`src/rtl/remote_cmd_sched_pkg.sv`:
```
// Shared types and constants for the remote command scheduler.
// The state encoding and the ACK byte value live here so that the
// scheduler and any monitoring logic agree on them.
package remote_sched_pkg;

  // Scheduler FSM states
  typedef enum logic [2:0] {
    IDLE,
    LAUNCH,
    WAIT_SNT,
    WAIT_RESP,
    RETIRE
  } state_t;

  // Response byte that acknowledges a command; anything else is a NAK
  localparam logic [7:0] RESP_ACK = 8'hA5;

  // Width of an occupancy counter able to hold 0..depth
  function automatic int occ_width(input int depth);
    return $clog2(depth + 1);
  endfunction

endpackage

```
`src/rtl/remote_cmd_sched_if.sv`:
```
// Bus bundle between the scheduler, the host-side logic and RemoteComm.
// master = the scheduler, slave = host logic / RemoteComm.
// Optional macro REMOTE_SCHED_FLUSH_EN adds the flush request line.
interface remote_cmd_sched_if #(
  parameter int DEPTH = 4
);
  import remote_sched_pkg::*;

  localparam int CW = occ_width(DEPTH);

  // host side
  logic          push;
  logic [15:0]   push_cmd;
  logic          full;
  logic          empty;
  logic [CW-1:0] count;
`ifdef REMOTE_SCHED_FLUSH_EN
  logic          flush;
`endif
  // RemoteComm side
  logic          snd_cmd;
  logic [15:0]   cmd;
  logic          cmd_snt;
  logic          resp_rx_rdy;
  logic [7:0]    resp_rx_data;
  logic          resp_clr_rx_rdy;
  // status
  logic          busy;
  logic          done;
  logic          err;
  logic          err_clr;
  logic [7:0]    resp_last;

  modport master (
`ifdef REMOTE_SCHED_FLUSH_EN
    input  flush,
`endif
    input  push, push_cmd, cmd_snt, resp_rx_rdy, resp_rx_data, err_clr,
    output full, empty, count, snd_cmd, cmd, resp_clr_rx_rdy,
    output busy, done, err, resp_last
  );

  modport slave (
`ifdef REMOTE_SCHED_FLUSH_EN
    output flush,
`endif
    output push, push_cmd, cmd_snt, resp_rx_rdy, resp_rx_data, err_clr,
    input  full, empty, count, snd_cmd, cmd, resp_clr_rx_rdy,
    input  busy, done, err, resp_last
  );

endinterface

```
`src/rtl/remote_cmd_sched_fifo.sv`:
```
// cmd_fifo: small circular command queue with a combinational head.
// The head must be visible in the same cycle the scheduler decides to
// launch, so the read is taken straight from the storage array.
// Optional macro REMOTE_SCHED_FLUSH_EN adds flush/keep_head inputs.
module cmd_fifo
  import remote_sched_pkg::*;
#(
  parameter int DEPTH = 4,
  parameter int WIDTH = 16
) (
  input  logic                       clk,
  input  logic                       rst_n,
  input  logic                       push,
  input  logic [WIDTH-1:0]           push_data,
  input  logic                       pop,
`ifdef REMOTE_SCHED_FLUSH_EN
  input  logic                       flush,
  input  logic                       keep_head,
`endif
  output logic [WIDTH-1:0]           head,
  output logic                       full,
  output logic                       empty,
  output logic [occ_width(DEPTH)-1:0] count
);

  localparam int PW = $clog2(DEPTH);
  localparam int CW = occ_width(DEPTH);

  logic [WIDTH-1:0] mem [DEPTH];
  logic [PW-1:0]    rd_ptr_reg, rd_ptr_next;
  logic [PW-1:0]    wr_ptr_reg, wr_ptr_next;
  logic [CW-1:0]    count_reg, count_next;
  logic             wr_en;
  logic             rd_en;

  assign full  = (count_reg == CW'(DEPTH));
  assign empty = (count_reg == '0);
  assign count = count_reg;
  assign head  = mem[rd_ptr_reg];

  // A push into a full queue is dropped even if a pop frees a slot now
`ifdef REMOTE_SCHED_FLUSH_EN
  assign wr_en = push && !full && !flush;
`else
  assign wr_en = push && !full;
`endif
  assign rd_en = pop && !empty;

  // Pointer and occupancy update; pointers wrap naturally (DEPTH is 2^n)
  always_comb begin
    rd_ptr_next = rd_ptr_reg;
    wr_ptr_next = wr_ptr_reg;
    count_next  = count_reg;
    if (wr_en) wr_ptr_next = wr_ptr_reg + 1'b1;
    if (rd_en) rd_ptr_next = rd_ptr_reg + 1'b1;
    case ({wr_en, rd_en})
      2'b10:   count_next = count_reg + 1'b1;
      2'b01:   count_next = count_reg - 1'b1;
      default: count_next = count_reg;
    endcase
`ifdef REMOTE_SCHED_FLUSH_EN
    if (flush) begin
      if (keep_head && !empty) begin
        // keep only the in-flight head entry
        rd_ptr_next = rd_ptr_reg;
        wr_ptr_next = rd_ptr_reg + 1'b1;
        count_next  = CW'(1);
      end else begin
        wr_ptr_next = rd_ptr_next;
        count_next  = '0;
      end
    end
`endif
  end

  // Pointer/occupancy registers
  always_ff @(posedge clk or negedge rst_n) begin
    if (!rst_n) begin
      rd_ptr_reg <= '0;
      wr_ptr_reg <= '0;
      count_reg  <= '0;
    end else begin
      rd_ptr_reg <= rd_ptr_next;
      wr_ptr_reg <= wr_ptr_next;
      count_reg  <= count_next;
    end
  end

  // Storage array; contents need no reset since occupancy guards reads
  always_ff @(posedge clk) begin
    if (wr_en) mem[wr_ptr_reg] <= push_data;
  end

endmodule

```
`src/rtl/remote_cmd_sched.sv`:
```
// remote_cmd_sched: queues host commands and launches them one at a
// time through RemoteComm, retiring on ACK and retrying on NAK/timeout.
// Optional macro REMOTE_SCHED_FLUSH_EN adds a flush input that drops
// every queued command except the one currently in flight.
module remote_cmd_sched
  import remote_sched_pkg::*;
#(
  parameter int DEPTH      = 4,
  parameter int TMO_CYCLES = 50_000_000,
  parameter int MAX_RETRY  = 2
) (
  input  logic              clk,
  input  logic              rst_n,
  remote_cmd_sched_if.master bus
);

  localparam int CW = occ_width(DEPTH);
  localparam int TW = (TMO_CYCLES > 1) ? $clog2(TMO_CYCLES) : 1;
  localparam int RW = (MAX_RETRY > 0) ? $clog2(MAX_RETRY + 1) : 1;
  localparam logic [TW-1:0] TMO_LAST    = TW'(TMO_CYCLES - 1);
  localparam logic [RW-1:0] RETRY_LIMIT = RW'(MAX_RETRY);

  state_t        state_reg, state_next;
  logic [15:0]   cmd_reg, cmd_next;
  logic [RW-1:0] retry_reg, retry_next;
  logic [TW-1:0] timer_reg, timer_next;
  logic          first_reg, first_next;
  logic          acked_reg, acked_next;
  logic [7:0]    resp_last_reg, resp_last_next;
  logic          err_reg, err_next;
  logic          clr_reg;
  logic          err_set;
  logic          retry_req;
  logic          consume;
  logic          launch_ok;
  logic          fifo_pop;
  logic [15:0]   fifo_head;
  logic          fifo_full;
  logic          fifo_empty;
  logic [CW-1:0] fifo_count;

  cmd_fifo #(
    .DEPTH (DEPTH),
    .WIDTH (16)
  ) u_fifo (
    .clk       (clk),
    .rst_n     (rst_n),
    .push      (bus.push),
    .push_data (bus.push_cmd),
    .pop       (fifo_pop),
`ifdef REMOTE_SCHED_FLUSH_EN
    .flush     (bus.flush),
    .keep_head (bus.busy),
`endif
    .head      (fifo_head),
    .full      (fifo_full),
    .empty     (fifo_empty),
    .count     (fifo_count)
  );

  // A flush in IDLE empties the queue, so nothing may be launched then
`ifdef REMOTE_SCHED_FLUSH_EN
  assign launch_ok = !fifo_empty && !bus.flush;
`else
  assign launch_ok = !fifo_empty;
`endif

  // A response byte is taken once; the clear pulse of the previous byte
  // masks resp_rx_rdy until RemoteComm has dropped it.
  assign consume = bus.resp_rx_rdy && !clr_reg &&
                   ((state_reg == IDLE) || (state_reg == WAIT_RESP));

  // err is sticky; a new error beats a simultaneous clear
  assign err_next = err_set | (err_reg & ~bus.err_clr);

  assign bus.full            = fifo_full;
  assign bus.empty           = fifo_empty;
  assign bus.count           = fifo_count;
  assign bus.snd_cmd         = (state_reg == LAUNCH);
  assign bus.cmd             = cmd_reg;
  assign bus.resp_clr_rx_rdy = clr_reg;
  assign bus.busy            = (state_reg == LAUNCH) || (state_reg == WAIT_SNT) ||
                               (state_reg == WAIT_RESP);
  assign bus.done            = (state_reg == RETIRE) && acked_reg;
  assign bus.err             = err_reg;
  assign bus.resp_last       = resp_last_reg;

  // Next-state, timer, retry and pop decisions
  always_comb begin
    state_next     = state_reg;
    cmd_next       = cmd_reg;
    retry_next     = retry_reg;
    timer_next     = timer_reg;
    first_next     = 1'b0;
    acked_next     = acked_reg;
    resp_last_next = resp_last_reg;
    err_set        = 1'b0;
    retry_req      = 1'b0;
    fifo_pop       = 1'b0;

    if (consume) resp_last_next = bus.resp_rx_data;

    case (state_reg)
      IDLE: begin
        if (launch_ok) begin
          cmd_next   = fifo_head;
          retry_next = '0;
          acked_next = 1'b0;
          state_next = LAUNCH;
        end
      end
      LAUNCH: begin
        // cmd_snt may still show the previous command's completion
        first_next = 1'b1;
        state_next = WAIT_SNT;
      end
      WAIT_SNT: begin
        if (!first_reg && bus.cmd_snt) begin
          timer_next = '0;
          state_next = WAIT_RESP;
        end
      end
      WAIT_RESP: begin
        timer_next = timer_reg + 1'b1;
        if (consume) begin
          if (bus.resp_rx_data == RESP_ACK) begin
            acked_next = 1'b1;
            state_next = RETIRE;
          end else begin
            retry_req = 1'b1;
          end
        end else if (timer_reg == TMO_LAST) begin
          retry_req = 1'b1;
        end
        if (retry_req) begin
          if (retry_reg < RETRY_LIMIT) begin
            retry_next = retry_reg + 1'b1;
            state_next = LAUNCH;
          end else begin
            err_set    = 1'b1;
            acked_next = 1'b0;
            state_next = RETIRE;
          end
        end
      end
      RETIRE: begin
        fifo_pop   = 1'b1;
        state_next = IDLE;
      end
      default: state_next = IDLE;
    endcase
  end

  // State and datapath registers
  always_ff @(posedge clk or negedge rst_n) begin
    if (!rst_n) begin
      state_reg     <= IDLE;
      cmd_reg       <= '0;
      retry_reg     <= '0;
      timer_reg     <= '0;
      first_reg     <= 1'b0;
      acked_reg     <= 1'b0;
      resp_last_reg <= '0;
      err_reg       <= 1'b0;
      clr_reg       <= 1'b0;
    end else begin
      state_reg     <= state_next;
      cmd_reg       <= cmd_next;
      retry_reg     <= retry_next;
      timer_reg     <= timer_next;
      first_reg     <= first_next;
      acked_reg     <= acked_next;
      resp_last_reg <= resp_last_next;
      err_reg       <= err_next;
      clr_reg       <= consume;
    end
  end

endmodule
```
`src/flat_wrapper.sv`:
```
// flat-port wrapper written by rule: the top's interface ports become plain ports
module remote_cmd_sched_flat import remote_sched_pkg::*;
#(
  parameter int DEPTH      = 4,
  parameter int TMO_CYCLES = 50_000_000,
  parameter int MAX_RETRY  = 2
)
  (clk, rst_n, bus_push, bus_push_cmd, bus_cmd_snt, bus_resp_rx_rdy, bus_resp_rx_data, bus_err_clr, bus_full, bus_empty, bus_count, bus_snd_cmd, bus_cmd, bus_resp_clr_rx_rdy, bus_busy, bus_done, bus_err, bus_resp_last);
  remote_cmd_sched_if #(.DEPTH(DEPTH)) bus_i ();
  input  logic clk;
  input  logic rst_n;
  input wire logic [$bits(bus_i.push)-1:0] bus_push;
  input wire logic [$bits(bus_i.push_cmd)-1:0] bus_push_cmd;
  input wire logic [$bits(bus_i.cmd_snt)-1:0] bus_cmd_snt;
  input wire logic [$bits(bus_i.resp_rx_rdy)-1:0] bus_resp_rx_rdy;
  input wire logic [$bits(bus_i.resp_rx_data)-1:0] bus_resp_rx_data;
  input wire logic [$bits(bus_i.err_clr)-1:0] bus_err_clr;
  output wire logic [$bits(bus_i.full)-1:0] bus_full;
  output wire logic [$bits(bus_i.empty)-1:0] bus_empty;
  output wire logic [$bits(bus_i.count)-1:0] bus_count;
  output wire logic [$bits(bus_i.snd_cmd)-1:0] bus_snd_cmd;
  output wire logic [$bits(bus_i.cmd)-1:0] bus_cmd;
  output wire logic [$bits(bus_i.resp_clr_rx_rdy)-1:0] bus_resp_clr_rx_rdy;
  output wire logic [$bits(bus_i.busy)-1:0] bus_busy;
  output wire logic [$bits(bus_i.done)-1:0] bus_done;
  output wire logic [$bits(bus_i.err)-1:0] bus_err;
  output wire logic [$bits(bus_i.resp_last)-1:0] bus_resp_last;
  assign bus_i.push = bus_push;
  assign bus_i.push_cmd = bus_push_cmd;
  assign bus_i.cmd_snt = bus_cmd_snt;
  assign bus_i.resp_rx_rdy = bus_resp_rx_rdy;
  assign bus_i.resp_rx_data = bus_resp_rx_data;
  assign bus_i.err_clr = bus_err_clr;
  assign bus_full = bus_i.full;
  assign bus_empty = bus_i.empty;
  assign bus_count = bus_i.count;
  assign bus_snd_cmd = bus_i.snd_cmd;
  assign bus_cmd = bus_i.cmd;
  assign bus_resp_clr_rx_rdy = bus_i.resp_clr_rx_rdy;
  assign bus_busy = bus_i.busy;
  assign bus_done = bus_i.done;
  assign bus_err = bus_i.err;
  assign bus_resp_last = bus_i.resp_last;
  remote_cmd_sched #(.DEPTH(DEPTH), .TMO_CYCLES(TMO_CYCLES), .MAX_RETRY(MAX_RETRY)) u_core (.clk(clk), .rst_n(rst_n), .bus(bus_i));
endmodule
```
`config.mk`:
```
export PLATFORM = sky130hd
export DESIGN_NAME = remote_cmd_sched_flat
export DESIGN_NICKNAME = d
export VERILOG_FILES = /design/src/rtl/remote_cmd_sched_pkg.sv /design/src/rtl/remote_cmd_sched_if.sv /design/src/rtl/remote_cmd_sched_fifo.sv /design/src/rtl/remote_cmd_sched.sv /design/src/flat_wrapper.sv
export SDC_FILE = /design/constraint.sdc
export NUM_CORES = 1
export LEC_CHECK = 0
export ABC_AREA = 1
export BUFFER_PORTS_ARGS = -buffer_cell sky130_fd_sc_hd__buf_2
export CORE_MARGIN = 3
export CORE_UTILIZATION = 48
export DETAILED_ROUTE_END_ITERATION = 16
export PLACE_DENSITY = 0.66
export SYNTH_ARGS = -nofsm -noshare
export SYNTH_HDL_FRONTEND = slang
export SYNTH_SLANG_ARGS = --single-unit
export TNS_END_PERCENT = 50
```
`constraint.sdc`:
```
create_clock -name clk -period 2.23 [get_ports clk]
set_input_delay 0 -clock clk [delete_from_list [all_inputs] [get_ports clk]]
set_output_delay 0 -clock clk [all_outputs]
set_load 0.05 [all_outputs]
```
==> flow_summary.json <==
{
  "wl_met3_um": 754,
  "finalNonFillerCells": 854,
  "cts-root-buf": "clkbuf_16",
  "critPathLaunchType": "flip-flop",
  "ctsResizeCount": 0,
  "critPathRequiredTime_ps": 2520,
  "period_minus_slack_ps": 2070,
  "grt_max_degree": 67,
  "cts_setup_buffers": 0,
  "rr_endpoint": "u_core.u_fifo.count[2]$_DFFE_PN0P_",
  "syn_avg_cell_area_um2": 9.83,
  "setup_viol": 0,
  "leakagePower_nw": 2.99,
  "cp.arrival_ps": 2350,
  "regArea_um2": 3570,
  "synth-seq-cells": 130,
  "clock_sinks": 130,
  "fp.coreArea_um2": 11700,
  "ys.flop_type": "dfrtp_1",
  "skew_ps": 9.68,
  "insertion_delay_ps": 420,
  "via_per_inst": 5.30,
  "multiInputGateArea_um2": 2010,
  "dr_wl_met2_um": 6270,
  "criticalPathCategory": "flip-flop to flip-flop",
  "ir_drop_uv": 1150,
  "worstMarginPinSlew_ps": 619,
  "htreeDepth": 4,
  "first_global_vias": 4423,
  "cts_buffer_depth": 2,
  "ys_seq_area_frac": 0.610,
  "routed.top_layer": "met4",
  "maxCapViolCount": 0,
  "wl_per_cell_um": 14.9,
  "start_util": 0.502,
  "n_antenna_cell": 0,
  "utilization": 0.615,
  "die-area_um2": 13600,
  "cts_tree": "done",
  "yosys_warnings": 0,
  "crit_top_cell": "inv_1",
  "hp-class": "primary input to flip-flop",
  "hold_start": "bus_push",
  "drt_iter0_drc": 387,
  "die_h_um": 116,
  "dp_hpwl_um": 7970,
  "met1_length_um": 5540,
  "gp_congestion": 0.889,
  "async_flop_share": 0.508,
  "syn_nets": 633,
  "whs_endpoint": "u_core.u_fifo.wr_ptr_reg[1]$_DFFE_PN0P_",
  "post-route-period-util": 0.927,
  "largest_register_ffs": 64,
  "cpPeakStageDelay_ps": 460,
  "path_max_fanout": 6,
  "timing.rr.start": "u_core.state_reg[0]$_DFFE_PN0P_",
  "finalNetCount": 735,
  "hold_viol": 0,
  "max_freq_ghz": 0.484,
  "finalWirelength_um": 12700,
  "io_buffers": 63,
  "die_x_um": 116,
  "p_per_area_nw_per_um2": 1400,
  "area_growth_pct": 22.4,
  "grtUsageTotal": 0.204,
  "grt_overflow": 0,
  "fin_tns_setup_ps": 0,
  "synth-edff-count": 64,
  "path_cells": "nor3_1, inv_1, nor2_1, ha_1, inv_1, fa_1, a21oi_1, o21ai_0, xor2_1",
  "cts_inserted_buffers": 17,
  "cts_hold_buf": 26,
  "rsz0062_at_grt": "false",
  "end_kind": "flip-flop",
  "setup.reg_to_reg.worst_slack_ps": 160,
  "drt_pass1_iterations": 5,
  "vias": 4527,
  "clk_pin_slew_worst_paths_ps": 60,
  "io_pins": 64,
  "std_cell_rows": 39,
  "grt_pass1_wl_um": 21100,
  "antenna_found_initial": 0,
  "syn_inst": 596,
  "drive_gt1_frac": 0.198,
  "hold_depth": 4,
  "syn_area_um2": 5860,
  "fillers": 938,
  "drcViolationCount": 0,
  "dp.cells": 796,
  "rr_worst_depth": 9,
  "status": "finished, final reports clean",
  "critical_path.slowest_cell": "dfrtp_1",
  "slew-limit-headroom": 0.587,
  "drt.antenna.violating_nets": 0,
  "ys_types": 45,
  "final_max_slew_viol_count": 0
}
[critical path, delay by kind of cell (launching register included)]
| family | cells | cell delay, ps |
|---|---|---|
| adder cells (fa/ha/maj) | 2 | 550 |
| flip-flops | 1 | 460 |
| AND/OR/NAND/NOR | 2 | 350 |
| AO/OA/AOI/OAI | 2 | 250 |
| buffers and inverters | 2 | 160 |
| XOR/XNOR | 1 | 160 |
[report_power, final]
part	leakage (nW)	switching, W	internal [W]
registers	1.42	0.000420	0.00322
clock network	0.259	0.00103	0.00148
logic	1.32	0.00283	0.00108
total	2.99	0.00429	0.00578
[synth_stat cells, types with 8 or more instances]
cell type  count  area, um^2
a21oi_1       11        55.1
o21ai_1       12        60.1
nor2_1       125         469
buf_2          8        40.0
edfxtp_1      64        1920
inv_1         41         154
dfrtp_1       66        1650
nand2_1       96         360
a31oi_1       18         113
o21ai_0       47         235
nand3_1       21         105
[stage by stage]
stage               total power (W)  setup slack [ps]  hold WS, ps  area [um^2]
floorplan                   0.00655             -99.6         -296         5860
global placement            0.00745               251         50.6         6370
detailed placement          0.00756               191         51.6         6370
CTS                          0.0101               164         4.06         7170
global route                 0.0107              24.2         38.5         7170
finish                       0.0101               164         23.6         7170
[logic make-up (layout without fill, tap and decap cells)]
kind of cell    after synthesis  after routing  share of synthesized area
simple gates                286            286                      0.222
flops                       130            130                      0.610
compound gates              100            100                     0.0948
buf+inv                      67            182                     0.0483
fa+ha+maj                     7              7                     0.0162
xor+xnor                      6              6                    0.00897
[routing by layer]
metal,up-vias,track usage
li1,2210,-
met1,2154,0.255
met2,142,0.340
met3,21,0.0570
met4,0,0.0781
met5,-,0
[area by class of cell]
| type | instances | area share |
|---|---|---|
| multi-input combinational | 399 | 0.280 |
| clock inverter | 11 | 0.0113 |
| tap | 143 | 0.0250 |
| clock buffer | 21 | 0.0642 |
| timing repair buffer | 101 | 0.0946 |
| inverter | 49 | 0.0264 |
| sequential | 130 | 0.499 |
[cells in the final DEF, fill, tap and decap left out, types with 6 or more instances in the layout]
cell type | netlist | final
buf_4 | 2 | 11
nand3_1 | 21 | 21
nor2_1 | 125 | 125
dlygate4sd3_1 | 0 | 26
nand4_1 | 6 | 6
a21oi_1 | 11 | 11
dfrtp_1 | 66 | 66
inv_2 | 6 | 6
edfxtp_1 | 64 | 64
nand2_1 | 96 | 96
nand2_2 | 6 | 6
inv_1 | 41 | 41
a31oi_1 | 18 | 18
o21ai_1 | 12 | 12
ha_1 | 6 | 6
nor3_1 | 6 | 6
clkbuf_16 | 0 | 17
o21ai_0 | 47 | 47
nor2_4 | 5 | 6
buf_2 | 8 | 63
[worst max path at each step]
stage                                  startpoint  cells after the start                            endpoint
3_3_place_gp      u_core.state_reg[1]$_DFFE_PN0P_                      9  u_core.u_fifo.count[2]$_DFFE_PN0P_
2_1_floorplan  u_core.u_fifo.count[1]$_DFFE_PN0P_                     10  u_core.u_fifo.count[2]$_DFFE_PN0P_
3_5_place_dp      u_core.state_reg[0]$_DFFE_PN0P_                      9  u_core.u_fifo.count[2]$_DFFE_PN0P_
5_1_grt           u_core.state_reg[0]$_DFFE_PN0P_                      9  u_core.u_fifo.count[2]$_DFFE_PN0P_
6_report          u_core.state_reg[0]$_DFFE_PN0P_                      9  u_core.u_fifo.count[2]$_DFFE_PN0P_
4_1_cts           u_core.state_reg[0]$_DFFE_PN0P_                      9  u_core.u_fifo.count[2]$_DFFE_PN0P_
No activity file was read; power rests on OpenSTA's default activity.
